--- src/rtl/vx_ti_pkg.sv ---
// Shared types and constants for the triangle-intersection datapath.
// Contents: vec3 / triangle / hit-record types, vec3 bit-range constants,
// dispatch FSM state encoding, and the closest-hit distance compare.
package vx_ti_pkg;

    localparam int TI_FLOAT_BITS = 32;
    localparam int TI_IDX_BITS   = 16;
    localparam int TI_VEC3_BITS  = 3 * TI_FLOAT_BITS;
    localparam int TI_TRI_BITS   = 3 * TI_VEC3_BITS;

    // Component placement inside a packed vec3.
    localparam int VEC3_X_LSB = 0;
    localparam int VEC3_Y_LSB = TI_FLOAT_BITS;
    localparam int VEC3_Z_LSB = 2 * TI_FLOAT_BITS;

    typedef logic [TI_VEC3_BITS-1:0] ti_vec3_t;

    // v0 occupies the low bits, v2 the high bits.
    typedef struct packed {
        ti_vec3_t v2;
        ti_vec3_t v1;
        ti_vec3_t v0;
    } ti_tri_t;

    typedef struct packed {
        logic                     hit;
        logic [TI_IDX_BITS-1:0]   idx;
        logic [TI_FLOAT_BITS-1:0] t;
        logic [TI_FLOAT_BITS-1:0] u;
        logic [TI_FLOAT_BITS-1:0] v;
    } ti_hit_t;

    typedef enum logic [1:0] {
        DISPATCH_IDLE = 2'd0,
        DISPATCH_RUN  = 2'd1,
        DISPATCH_DONE = 2'd2
    } dispatch_state_e;

    // Both distances are positive IEEE floats, so their bit patterns order
    // the same way as the values. Strict: an equal distance never replaces.
    function automatic logic ti_t_closer(input logic [TI_FLOAT_BITS-1:0] cand_t,
                                         input logic [TI_FLOAT_BITS-1:0] best_t);
        return (cand_t < best_t);
    endfunction

endpackage

--- src/rtl/vx_ti_hit_reduce.sv ---
// Closest-hit register.
//   load_i   : clear the record and seed best t with load_t_i (job start)
//   update_i : candidate result present; replaces the record when it is a
//              hit strictly closer than the current best
//   best_o   : current best record
module vx_ti_hit_reduce
    import vx_ti_pkg::*;
(
    input  logic                     clk,
    input  logic                     reset,
    input  logic                     load_i,
    input  logic [TI_FLOAT_BITS-1:0] load_t_i,
    input  logic                     update_i,
    input  ti_hit_t                  cand_i,
    output ti_hit_t                  best_o
);

    ti_hit_t best_q;
    ti_hit_t best_d;

    // Next best record: seed on load, replace on a strictly closer hit.
    always_comb begin
        best_d = best_q;
        if (load_i) begin
            best_d   = '0;
            best_d.t = load_t_i;
        end else if (update_i && cand_i.hit && ti_t_closer(cand_i.t, best_q.t)) begin
            best_d = cand_i;
        end else begin
            best_d = best_q;
        end
    end

    // Best record storage.
    always_ff @(posedge clk or posedge reset) begin
        if (reset) begin
            best_q <= '0;
        end else begin
            best_q <= best_d;
        end
    end

    assign best_o = best_q;

endmodule

--- src/rtl/vx_ti_ray_dispatch_chk.sv ---
// Protocol checks for the ray dispatcher.
//   run_i             : dispatcher is in its RUN state
//   isect_rsp_valid_i : intersect result presented
//   credits_i         : triangles currently in flight
module vx_ti_ray_dispatch_chk #(
    parameter int MAX_OUTSTANDING = 4,
    parameter int CW              = 3
) (
    input logic          clk,
    input logic          reset,
    input logic          run_i,
    input logic          isect_rsp_valid_i,
    input logic [CW-1:0] credits_i
);

    // Intersect results are only legal while a job is running.
    a_rsp_in_run: assert property (@(posedge clk) disable iff (reset)
        isect_rsp_valid_i |-> run_i);

    // In-flight count never exceeds the credit pool.
    a_credit_bound: assert property (@(posedge clk) disable iff (reset)
        credits_i <= CW'(MAX_OUTSTANDING));

endmodule

--- src/rtl/vx_ti_ray_dispatch.sv ---
// Triangle-intersection initiator. Accepts one ray job, fetches each
// triangle of a contiguous range from vertex memory, forwards vertices with
// the ray to the intersect unit, and returns the closest hit.
// Ports:
//   req_*   : ray job in (origin, dir, t_max, triangle base/count)
//   mem_req_* / mem_rsp_* : vertex fetch (in-order returns)
//   isect_req_* / isect_rsp_* : intersect issue and in-order results
//   rsp_*   : closest-hit result out
module vx_ti_ray_dispatch
    import vx_ti_pkg::*;
#(
    parameter int FLOAT_BITS      = TI_FLOAT_BITS,
    parameter int IDX_BITS        = TI_IDX_BITS,
    parameter int MAX_OUTSTANDING = 4
) (
    input  logic                    clk,
    input  logic                    reset,

    input  logic                    req_valid,
    output logic                    req_ready,
    input  logic [3*FLOAT_BITS-1:0] req_origin,
    input  logic [3*FLOAT_BITS-1:0] req_dir,
    input  logic [FLOAT_BITS-1:0]   req_tmax,
    input  logic [IDX_BITS-1:0]     req_tri_base,
    input  logic [IDX_BITS:0]       req_tri_count,

    output logic                    mem_req_valid,
    input  logic                    mem_req_ready,
    output logic [IDX_BITS-1:0]     mem_req_idx,
    input  logic                    mem_rsp_valid,
    output logic                    mem_rsp_ready,
    input  logic [9*FLOAT_BITS-1:0] mem_rsp_verts,

    output logic                    isect_req_valid,
    input  logic                    isect_req_ready,
    output logic [9*FLOAT_BITS-1:0] isect_req_verts,
    output logic [3*FLOAT_BITS-1:0] isect_req_origin,
    output logic [3*FLOAT_BITS-1:0] isect_req_dir,
    output logic [FLOAT_BITS-1:0]   isect_req_tmax,
    output logic [IDX_BITS-1:0]     isect_req_tag,
    input  logic                    isect_rsp_valid,
    output logic                    isect_rsp_ready,
    input  logic                    isect_rsp_hit,
    input  logic [FLOAT_BITS-1:0]   isect_rsp_u,
    input  logic [FLOAT_BITS-1:0]   isect_rsp_v,
    input  logic [FLOAT_BITS-1:0]   isect_rsp_t,
    input  logic [IDX_BITS-1:0]     isect_rsp_tag,

    output logic                    rsp_valid,
    input  logic                    rsp_ready,
    output logic                    rsp_hit,
    output logic [IDX_BITS-1:0]     rsp_tri_idx,
    output logic [FLOAT_BITS-1:0]   rsp_t,
    output logic [FLOAT_BITS-1:0]   rsp_u,
    output logic [FLOAT_BITS-1:0]   rsp_v
);

    localparam int CW       = $clog2(MAX_OUTSTANDING + 1);
    localparam int CNT_BITS = IDX_BITS + 1;
    localparam logic [CW-1:0] MAX_CRED = CW'(MAX_OUTSTANDING);

    dispatch_state_e           state_q, state_d;
    logic [CW-1:0]             credits_q, credits_d;
    logic [IDX_BITS-1:0]       issue_idx_q, issue_idx_d;
    logic [CNT_BITS-1:0]       issue_left_q, issue_left_d;
    logic [CNT_BITS-1:0]       ret_left_q, ret_left_d;
    logic [IDX_BITS-1:0]       fwd_idx_q, fwd_idx_d;
    logic [3*FLOAT_BITS-1:0]   origin_q, origin_d;
    logic [3*FLOAT_BITS-1:0]   dir_q, dir_d;

    logic    run_s;
    logic    accept_s;
    logic    mem_fire_s;
    logic    fwd_fire_s;
    logic    ret_fire_s;
    ti_hit_t cand_s;
    ti_hit_t best_s;

    assign run_s      = (state_q == DISPATCH_RUN);
    assign accept_s   = (state_q == DISPATCH_IDLE) && req_valid;
    assign mem_fire_s = mem_req_valid && mem_req_ready;
    assign fwd_fire_s = isect_req_valid && isect_req_ready;
    assign ret_fire_s = isect_rsp_valid && isect_rsp_ready;

    // Handshake outputs decode registered state; the vertex path is a
    // zero-latency passthrough gated to RUN.
    assign req_ready        = (state_q == DISPATCH_IDLE);
    assign mem_req_valid    = run_s && (issue_left_q != '0) && (credits_q < MAX_CRED);
    assign mem_req_idx      = issue_idx_q;
    assign isect_req_valid  = run_s && mem_rsp_valid;
    assign mem_rsp_ready    = run_s && isect_req_ready;
    assign isect_req_verts  = mem_rsp_verts;
    assign isect_req_origin = origin_q;
    assign isect_req_dir    = dir_q;
    assign isect_req_tmax   = best_s.t;
    assign isect_req_tag    = fwd_idx_q;
    assign isect_rsp_ready  = run_s;

    assign rsp_valid   = (state_q == DISPATCH_DONE);
    assign rsp_hit     = best_s.hit;
    assign rsp_tri_idx = best_s.idx;
    assign rsp_t       = best_s.t;
    assign rsp_u       = best_s.u;
    assign rsp_v       = best_s.v;

    assign cand_s.hit = isect_rsp_hit;
    assign cand_s.idx = isect_rsp_tag;
    assign cand_s.t   = isect_rsp_t;
    assign cand_s.u   = isect_rsp_u;
    assign cand_s.v   = isect_rsp_v;

    // Next-state and counter updates for the job sequencer.
    always_comb begin
        state_d      = state_q;
        credits_d    = credits_q;
        issue_idx_d  = issue_idx_q;
        issue_left_d = issue_left_q;
        ret_left_d   = ret_left_q;
        fwd_idx_d    = fwd_idx_q;
        origin_d     = origin_q;
        dir_d        = dir_q;
        case (state_q)
            DISPATCH_IDLE: begin
                if (req_valid) begin
                    origin_d     = req_origin;
                    dir_d        = req_dir;
                    credits_d    = '0;
                    issue_idx_d  = req_tri_base;
                    fwd_idx_d    = req_tri_base;
                    issue_left_d = req_tri_count;
                    ret_left_d   = req_tri_count;
                    if (req_tri_count == '0) begin
                        state_d = DISPATCH_DONE;
                    end else begin
                        state_d = DISPATCH_RUN;
                    end
                end else begin
                    state_d = DISPATCH_IDLE;
                end
            end
            DISPATCH_RUN: begin
                if (mem_fire_s) begin
                    issue_idx_d  = issue_idx_q + IDX_BITS'(1);
                    issue_left_d = issue_left_q - CNT_BITS'(1);
                end else begin
                    issue_idx_d  = issue_idx_q;
                    issue_left_d = issue_left_q;
                end
                if (fwd_fire_s) begin
                    fwd_idx_d = fwd_idx_q + IDX_BITS'(1);
                end else begin
                    fwd_idx_d = fwd_idx_q;
                end
                // An issue and a return in the same cycle cancel out.
                case ({mem_fire_s, ret_fire_s})
                    2'b10:   credits_d = credits_q + CW'(1);
                    2'b01:   credits_d = credits_q - CW'(1);
                    default: credits_d = credits_q;
                endcase
                if (ret_fire_s) begin
                    ret_left_d = ret_left_q - CNT_BITS'(1);
                    if (ret_left_q == CNT_BITS'(1)) begin
                        state_d = DISPATCH_DONE;
                    end else begin
                        state_d = DISPATCH_RUN;
                    end
                end else begin
                    ret_left_d = ret_left_q;
                end
            end
            DISPATCH_DONE: begin
                if (rsp_ready) begin
                    state_d = DISPATCH_IDLE;
                end else begin
                    state_d = DISPATCH_DONE;
                end
            end
            default: begin
                state_d = DISPATCH_IDLE;
            end
        endcase
    end

    // Sequencer state and latched ray.
    always_ff @(posedge clk or posedge reset) begin
        if (reset) begin
            state_q      <= DISPATCH_IDLE;
            credits_q    <= '0;
            issue_idx_q  <= '0;
            issue_left_q <= '0;
            ret_left_q   <= '0;
            fwd_idx_q    <= '0;
            origin_q     <= '0;
            dir_q        <= '0;
        end else begin
            state_q      <= state_d;
            credits_q    <= credits_d;
            issue_idx_q  <= issue_idx_d;
            issue_left_q <= issue_left_d;
            ret_left_q   <= ret_left_d;
            fwd_idx_q    <= fwd_idx_d;
            origin_q     <= origin_d;
            dir_q        <= dir_d;
        end
    end

    vx_ti_hit_reduce u_reduce (
        .clk      (clk),
        .reset    (reset),
        .load_i   (accept_s),
        .load_t_i (req_tmax),
        .update_i (ret_fire_s),
        .cand_i   (cand_s),
        .best_o   (best_s)
    );

    vx_ti_ray_dispatch_chk #(
        .MAX_OUTSTANDING (MAX_OUTSTANDING),
        .CW              (CW)
    ) u_chk (
        .clk               (clk),
        .reset             (reset),
        .run_i             (run_s),
        .isect_rsp_valid_i (isect_rsp_valid),
        .credits_i         (credits_q)
    );

endmodule

--- config.mk ---
export PLATFORM = sky130hd
export DESIGN_NAME = vx_ti_ray_dispatch
export DESIGN_NICKNAME = d
export VERILOG_FILES = /design/src/rtl/vx_ti_pkg.sv /design/src/rtl/vx_ti_hit_reduce.sv /design/src/rtl/vx_ti_ray_dispatch_chk.sv /design/src/rtl/vx_ti_ray_dispatch.sv
export SDC_FILE = /design/constraint.sdc
export NUM_CORES = 1
export LEC_CHECK = 0
export BUFFER_PORTS_ARGS = -buffer_cell sky130_fd_sc_hd__buf_2
export CAP_MARGIN = 40
export CORE_AREA = 5 5 513 515
export DETAILED_ROUTE_END_ITERATION = 8
export DIE_AREA = 0 0 518 520
export GPL_TIMING_DRIVEN = 0
export SETUP_SLACK_MARGIN = 0.15
export SKIP_CTS_REPAIR_TIMING = 1
export SYNTH_ARGS = -nofsm -noshare
export SYNTH_HDL_FRONTEND = slang
export SYNTH_SLANG_ARGS = --single-unit
--- constraint.sdc ---
create_clock -name clk -period 11.55 [get_ports clk]
set_input_delay 0 -clock clk [delete_from_list [all_inputs] [get_ports clk]]
set_output_delay 0 -clock clk [all_outputs]
set_load 0.01 [all_outputs]
# Word-level counts from Yosys, hierarchy flattened
# Index checks and enable logic that the tools add are counted.
[totals] register_bits=376 out_inout_bits=663 wordCells=72
[op_classes] add_sub_neg=6 order_cmp=2 n_eq_ne=10 n_mux=21 n_reduce_logical=20
[op_table] operator="$mux 113" count=2
[op_table] operator="$pmux 17 s2" count=2
[op_table] operator="$pmux 16 s2" count=2
[op_table] operator="$mux 17" count=3
[op_table] operator="$mux 16" count=3
[op_table] operator="$sub 17x1->17 const B" count=2
[op_table] operator="$add 16x1->16 const B" count=2
[op_table] operator="$lt 32x32->1" count=1
[op_table] operator="$eq 17x1->1 const B" count=1
[op_table] operator="$logic_not 17->1" count=1
[op_table] operator="$reduce_bool 17->1" count=1
[op_table] operator="$pmux 3 s2" count=2
[op_table] operator="$reduce_and 3->1" count=4
[op_table] operator="$logic_and 1x1->1" count=10
[op_table] operator="$mux 2" count=5
[op_table] operator="$ne 2x1->1 const B" count=3
[op_table] operator="$pmux 2 s3" count=1
[op_table] operator="$eq 2x1->1 const B" count=2
[op_table] operator="$eq 2x2->1 const B" count=2
[op_table] operator="$reduce_bool 2->1" count=2
[op_table] operator="$add 3x1->3 const B" count=1
[op_table] operator="$lt 3x3->1 const B" count=1
[op_table] operator="$mux 3" count=1
[op_table] operator="$ne 3x1->1 const B" count=1
[op_table] operator="other kinds (4)" count=4

# Depth between registers and ports, before layout
# Gate-level depths: netlist of run 1.
[depth] ltp_word=7 mapped_depth=11 ltp_nobuf=11

# Cells and area by module
# From an unflattened synthesis of run 1, not the netlist that was laid out.
[unflattened] cells_unflattened=2366 hier_area_um2=20314.5
[by_module_without_submodules] module="vx_ti_ray_dispatch" instances=1 cells_each=1680 area_each_um2=14019.7
[by_module_without_submodules] module="vx_ti_hit_reduce" instances=1 cells_each=686 area_each_um2=6294.8

# Least setup slack after synthesis of run 1
# Ideal clock, no wire load.
[synth_timing] path_type="flip-flop to flip-flop" start="register u_reduce.best_q, in the netlist u_reduce.best_o[71]" end="register u_reduce.best_q, in the netlist u_reduce.best_o[72]" setup_time_ps=132 arrival_time_ps=2203 required_ps=11418 setup_slack_ps=9215 path_stages_with_launch=11 path_buffers=2 period_less_slack_ps=2335 path_cell_list="dfrtp_1 > inv_1 > ha_1 > nand4_1 > o311a_1 > o41ai_2 > a31o_2 > buf_6 > buf_6 > mux2i_1 > o21ai_1"
[synth_between] elab_chain_cells=3
[synth_rtl] item="start, declared" line="vx_ti_hit_reduce.sv:18" source="ti_hit_t best_q;"
[synth_rtl] item="start signal, assigned" line="vx_ti_hit_reduce.sv:39" source="best_q <= best_d;"
[synth_rtl] item="$lt 32x32->1" line="vx_ti_pkg.sv:43" source="return (cand_t < best_t);"
[synth_rtl] item="$logic_and 1x1->1" line="vx_ti_hit_reduce.sv:27" source="end else if (update_i && cand_i.hit && ti_t_closer(cand_i.t, best_q.t)) begin"
[synth_rtl] item="$reduce_bool 2->1 (no source line)"
# Every way passes these cells.
# A chain may end at the register's enable or synchronous reset.

# Worst setup path in the final report of run 1
[layout_timing] start="register u_reduce.best_q, in the netlist u_reduce.best_o[68]" end="register u_reduce.best_q, in the netlist u_reduce.best_o[95]"
# Same word-level chain as after synthesis.

==> impl_metrics.yaml, run 1 <==
timing:
  setup_viol: 0
  hold_violations: 0
  setup_tns_ns: 0
  clock_skew_ns: 0.0460
  slew_violations: 0
  rsz0062_at_grt: "no"
  maxSlewHeadroom_pct: 42.8
  fmaxAchievable_ghz: 0.250
  fin_crit_sh_pct: 34.6
  post-route-min-period_ns: 3.99
  worstMarginPinSlew_ns: 0.858
yosys:
  yosys-top-cells-area: "dfrtp_1, nand2_1, buf_4, o21ai_0, nand3_1"
  syn_inst: 2272
  netlist_area_um2: 19400
  synth_edf_count: 0
  yosys.area.top_type: "dfrtp_1"
  ys_types: 60
  ys.flop_type: "dfrtp_1"
  seq_area_frac_synth_pct: 48.6
  ys_ff_latch: 376
  synth_top_area_share_pct: 48.6
  yosysWarnings: 0
  syn-num-nets: 2976
  avgSynthCellArea_um2: 8.53
  ys_async_sr_fraction_pct: 100
detailed_routing:
  drc: 0
  ant_nets: 0
  viasPerCell: 3.26
  firstDrtPassIters: 7
  vias: 23683
  wl_per_cell_um: 28.3
  wl_um: 206000
  drt-initial-drc-count: 1979
floorplan:
  io_pins: 1329
  fp.dieH_um: 520
  rows: 187
  initial_utilization_pct: 7.50
  die_area_um2: 269000
  die_w_um: 518
  core-area_um2: 258000
place:
  gp_congestion: 0.998
  io_buffers: 1039
  hpwl_um: 182000
  dp.cells: 6723
worst_setup_path:
  cp_max_fo: 10
  crit_type: "reg2reg"
  crit_required_ns: 12.12
  endpoint_kind: "register"
  worstPathArrival_ns: 4.56
  critPathLaunchType: "register"
clock_tree:
  clock_latency_ns: 0.69
  cts_buffer_depth: 3
  cts_tree: "done"
  root_buffer: "clkbuf_16"
  cts_inserted_buffers: 50
  htree_levels: 2
  clock_sinks: 376
  path_clk_slew_ns: 0.06
outcome:
  outcome: "completed"
layout:
  layout.cells.non_filler: 7268
  drive_above_1_share_pct: 39.4
  syn_to_final_growth_pct: 80.6
  nets: 4470
  mostFrequentLayoutCells: "buf_2, nand2_1, dlygate4sd3_1"
  final_common_cell: "buf_2"
job:
  drv_cap: 0
power_and_ir_drop:
  vdd_ir_drop_max_mv: 0.113
  p_leak_nw: 17.3
  pwr_density_cell_nw_per_um2: 201
global_route:
  antenna_found_initial: 289
  grt_pass1_wl_um: 245000
  grt_use_total_pct: 14.3
  grt_remaining_overflow: 0
  grt_max_degree: 108
  grt_pass1_vias: 20708
min_path:
  hold_path.class: "in2reg"
## state kept, by name (all words and copies together), names as in the netlist
signal	cells
isect_req_origin	96
state_q	2
isect_req_dir	96
credits_q	3
isect_req_tag	16
mem_req_idx	16
u_reduce.best_o	113
issue_left_q	17
ret_left_q	17
## cells in the mapped netlist (all sizes together) (3+ instances only)
cell type	number
nand2	674
o22ai	19
a22oi	8
ha	37
and2	5
and4	3
a21o	4
buf	347
o21ai	173
inv	128
nand2b	4
nor4	7
or3	5
a32oi	3
a21oi	106
nor2	64
nand3	107
o22a	11
clkbuf	83
a31oi	12
nand4	10
mux2i	34
dfrtp	376
and3	7
nor3	15
## power by group
group | leakage [nW] | switching [W] | internal (W) | total (W)
combinational | 11.8 | 0.00181 | 0.00110 | 0.00291
clock | 0.893 | 0.000737 | 0.00108 | 0.00182
sequential | 4.63 | 0.000490 | 0.00182 | 0.00231
## through the flow
stage	cell area [um^2]	total power, W	util (%)	hold slack [ns]	setup WS (ns)
after floorplan	19400	0.00336	-	0.0918	1.11
after global placement	28800	0.00500	11.2	0.186	-5.35
after detailed placement	29100	0.00503	11.2	0.0773	8.11
after CTS	30900	0.00690	12.0	-0.732	8.09
after global routing	34900	0.00740	13.5	-0.0272	7.51
final	35000	0.00704	13.5	0.0225	7.56
## path summary, 6_finish.rpt
check / from / endpoint / slack (ns) / cells past startpoint
worst max-delay path: u_reduce.best_o[68] / u_reduce.best_o[95] / 7.56 / 11
worst max register to register: u_reduce.best_o[68] / u_reduce.best_o[95] / 7.56 / 11
worst min-delay path: req_dir[59] / isect_req_dir[59] / 0.02 / 4
max in group asynchronous: reset / u_reduce.best_o[83] / 9.27 / 6
min in group asynchronous: reset / isect_req_origin[17] / 0.54 / 4
worst min register to register: isect_req_origin[61] / isect_req_origin[61] / 0.47 / 2
## cell type report
| cell class | count | area (um^2) |
|---|---|---|
| Fill cell | 29600 | 223000 |
| Sequential cell | 376 | 9410 |
| Timing Repair Buffer | 1442 | 9340 |
| Multi-Input combinational cell | 1338 | 6600 |
| Tap cell | 3402 | 4260 |
| Buffer | 430 | 2900 |
| Clock buffer | 64 | 1390 |
| Inverter | 128 | 488 |
| Clock inverter | 26 | 457 |
| Antenna cell | 62 | 155 |
## per-layer routing
| metal | routed length, um | track usage, % |
|---|---|---|
| met5 | 1380 | 0 |
| met4 | 8910 | 5.92 |
| met3 | 32800 | 10.5 |
| met2 | 86900 | 21.1 |
| met1 | 75600 | 15.5 |
## cells by family (layout without fill, tap and decap cells)
kind of cell / after synthesis / in the layout / synth area share, %
compound gates: 356 / 356 / 10.4
fa+ha+maj: 38 / 38 / 2.49
buf+inv: 558 / 2090 / 17.4
flops: 376 / 376 / 48.6
mux: 34 / 34 / 1.78
other cells: 0 / 62 / 0
simple gates: 910 / 910 / 19.4
## worst max-delay path: stages (launching register included)
cell	delay, ns
dfrtp_1	0.57
inv_1	0.09
ha_1	0.29
nand4_1	0.07
o311a_1	0.39
o41ai_2	0.58
a31o_2	0.31
buf_6	0.32
buf_6	0.26
mux2i_1	0.31
o21ai_1	0.10
dlygate4sd3_1	0.57
Power figures use the tool's default switching activity.
==> inputs of run 2 (changes only) <==
- clock period: 11.55 -> 3.8 ns (I/O delays scaled with it)
==> run 2 against run 1 <==
  * Non-clock buffer count unchanged
  * Clock power grew to 2.9 times the previous value
  * Cell area barely moved
  * Sequential power increased to 3.0 times the previous value
  * Routed wire length fell by 2.2%
  * Global-route usage down 0.28 points
  * Final cell count about the same
  * Flip-flop and latch count did not move
  * Register-to-register slack worse by 7.3 ns
  * Core utilization hardly changed
  * Fmax rose by 13%
  * Clock skew is 0.0054 ns higher
  * Highest routed layer unchanged
==> impl_metrics.yaml, run 2 (synthesis results as in run 1) <==
worst_setup_path:
  cp_max_fo: 10
  crit_type: "reg2reg"
  crit_family: "compound AO/OA/AOI/OAI gates"
  cp_slowest_cell: "dfrtp_1"
  r2r_start: "u_reduce.best_o[71]"
  r2r_slack_ns: 0.25
  worstPathArrival_ns: 4.07
  critPathLaunchType: "register"
  endpoint_kind: "register"
  ff2ff_path_depth: 10
  reg2reg_to: "u_reduce.best_o[95]"
  cp_num_cells: 10
  critical_path.cell_chain: "inv_1 -> ha_1 -> nand4_1 -> o311a_1 -> o41ai_4 -> a31o_2 -> buf_6 -> buf_6 -> mux2i_1 -> o21ai_1"
  cp-startpoint: "u_reduce.best_o[71]"
  crit_required_ns: 4.32
  crit_buf_inv: 3
  path_common_cell: "buf_6"
  cp_slowest_stage_delay_ns: 0.57
timing:
  rsz0062_at_grt: "no"
  worstMarginPinSlew_ns: 0.875
  setup_viol: 0
  slew_violations: 0
  post-route-min-period_ns: 3.55
  fin_crit_sh_pct: 93.3
  post-route-worst-setup-slack_ns: 0.254
  hold_violations: 0
  maxSlewHeadroom_pct: 41.7
  clock_skew_ns: 0.0514
  setup_tns_ns: 0
  fmaxAchievable_ghz: 0.282
  hold_slack_ns: 0.00794
min_path:
  whs_endpoint: "isect_req_tag[12]"
  hold_depth: 5
  min_from: "mem_rsp_valid"
  hold_path.class: "in2reg"
floorplan:
  die_w_um: 518
  initial_utilization_pct: 7.50
  fp.dieH_um: 520
  rows: 187
  io_pins: 1329
  die_area_um2: 269000
  core-area_um2: 258000
clock_tree:
  cts_buffer_depth: 3
  cts_inserted_buffers: 49
  path_clk_slew_ns: 0.06
  clock_latency_ns: 0.69
  cts_tree: "done"
  root_buffer: "clkbuf_16"
  htree_levels: 2
  clock_sinks: 376
power_and_ir_drop:
  p_leak_nw: 17.4
  pwr_density_cell_nw_per_um2: 596
  vdd_ir_drop_max_mv: 0.333
detailed_routing:
  drt-initial-drc-count: 2427
  drc: 0
  wl_um: 201000
  ant_nets: 0
  vias: 23878
  firstDrtPassIters: 5
  viasPerCell: 3.29
  wl_per_cell_um: 27.7
layout:
  final_common_cell: "buf_2"
  syn_to_final_growth_pct: 80.7
  final_util_pct: 13.6
  layout.cells.non_filler: 7262
  nets: 4469
  mostFrequentLayoutCells: "buf_2, nand2_1, dlygate4sd3_1"
  fillers: 29630
  largest_reg_flops: 113
  drive_above_1_share_pct: 39.7
outcome:
  outcome: "completed"
place:
  gp_congestion: 0.990
  pre_cts_ws_ns: 0.205
  hpwl_um: 180000
  io_buffers: 1039
  dp.cells: 6733
global_route:
  grt_max_degree: 37
  grt_pass1_wl_um: 242000
  antenna_found_initial: 266
  grt_remaining_overflow: 0
  grt_use_total_pct: 14.0
  grt_pass1_vias: 20329
job:
  drv_cap: 0
## run 2: changes by cell type in the layout (fill, tap and decap cells not counted), sizes merged
| cell | delta |
|---|---|
| inv | -3 |
| clkinvlp | +3 |
| bufinv | -2 |
| dlygate4sd3 | -10 |
| diode | -7 |
| clkbuf | -4 |
| buf | +10 |
| clkinv | +7 |
## run 2: worst min-delay path: stages
cell and delay, ns:
buf_2 0.07, and2_1 0.15, a21oi_1 0.12, a21oi_1 0.14, o22a_1 0.13
## run 2: final cells by class
cell class	instances	area [um^2]	share of cell area (%)
antenna	55	138	0.393
buffer	430	2900	8.28
clock buffer	60	1350	3.85
clock inverter	31	410	1.17
inverter	128	484	1.38
multi-input combinational	1338	6610	18.9
sequential	376	9410	26.9
tap	3402	4260	12.2
timing repair buffer	1442	9450	27.0
## run 2: how the worst max path moves through the flow
stage | to | slack [ns]
3_5_place_dp | u_reduce.best_o[95] | 0.20
5_1_grt | u_reduce.best_o[83] | 0.20
3_3_place_gp | mem_req_idx[10] | -4.56
6_report | u_reduce.best_o[95] | 0.25
4_1_cts | u_reduce.best_o[95] | 0.18
2_1_floorplan | credits_q[0] | -1.25
## run 2: where the power goes
group	leakage, nW	total (W)	internal [W]	switching (W)
Combinational	11.9	0.00862	0.00319	0.00543
Clock	0.852	0.00528	0.00308	0.00219
Sequential	4.63	0.00697	0.00554	0.00143
Total	17.4	0.0209	0.0118	0.00906
## run 2: layer usage
layer	part of all wire [%]	GRT usage, %	vias up
met5	0.80	0	-
met4	4.0	5.02	238
met3	18	11.8	510
met2	42	20.5	1910
met1	35	14.7	11095
li1	-	-	10125
## run 2: per-stage QoR
step | area [um^2] | total power (W)
2_1_floorplan | 19400 | 0.0102
3_3_place_gp | 28800 | 0.0151
3_5_place_dp | 29300 | 0.0152
4_1_cts | 31000 | 0.0207
5_1_grt | 34900 | 0.0219
6_report | 35000 | 0.0209
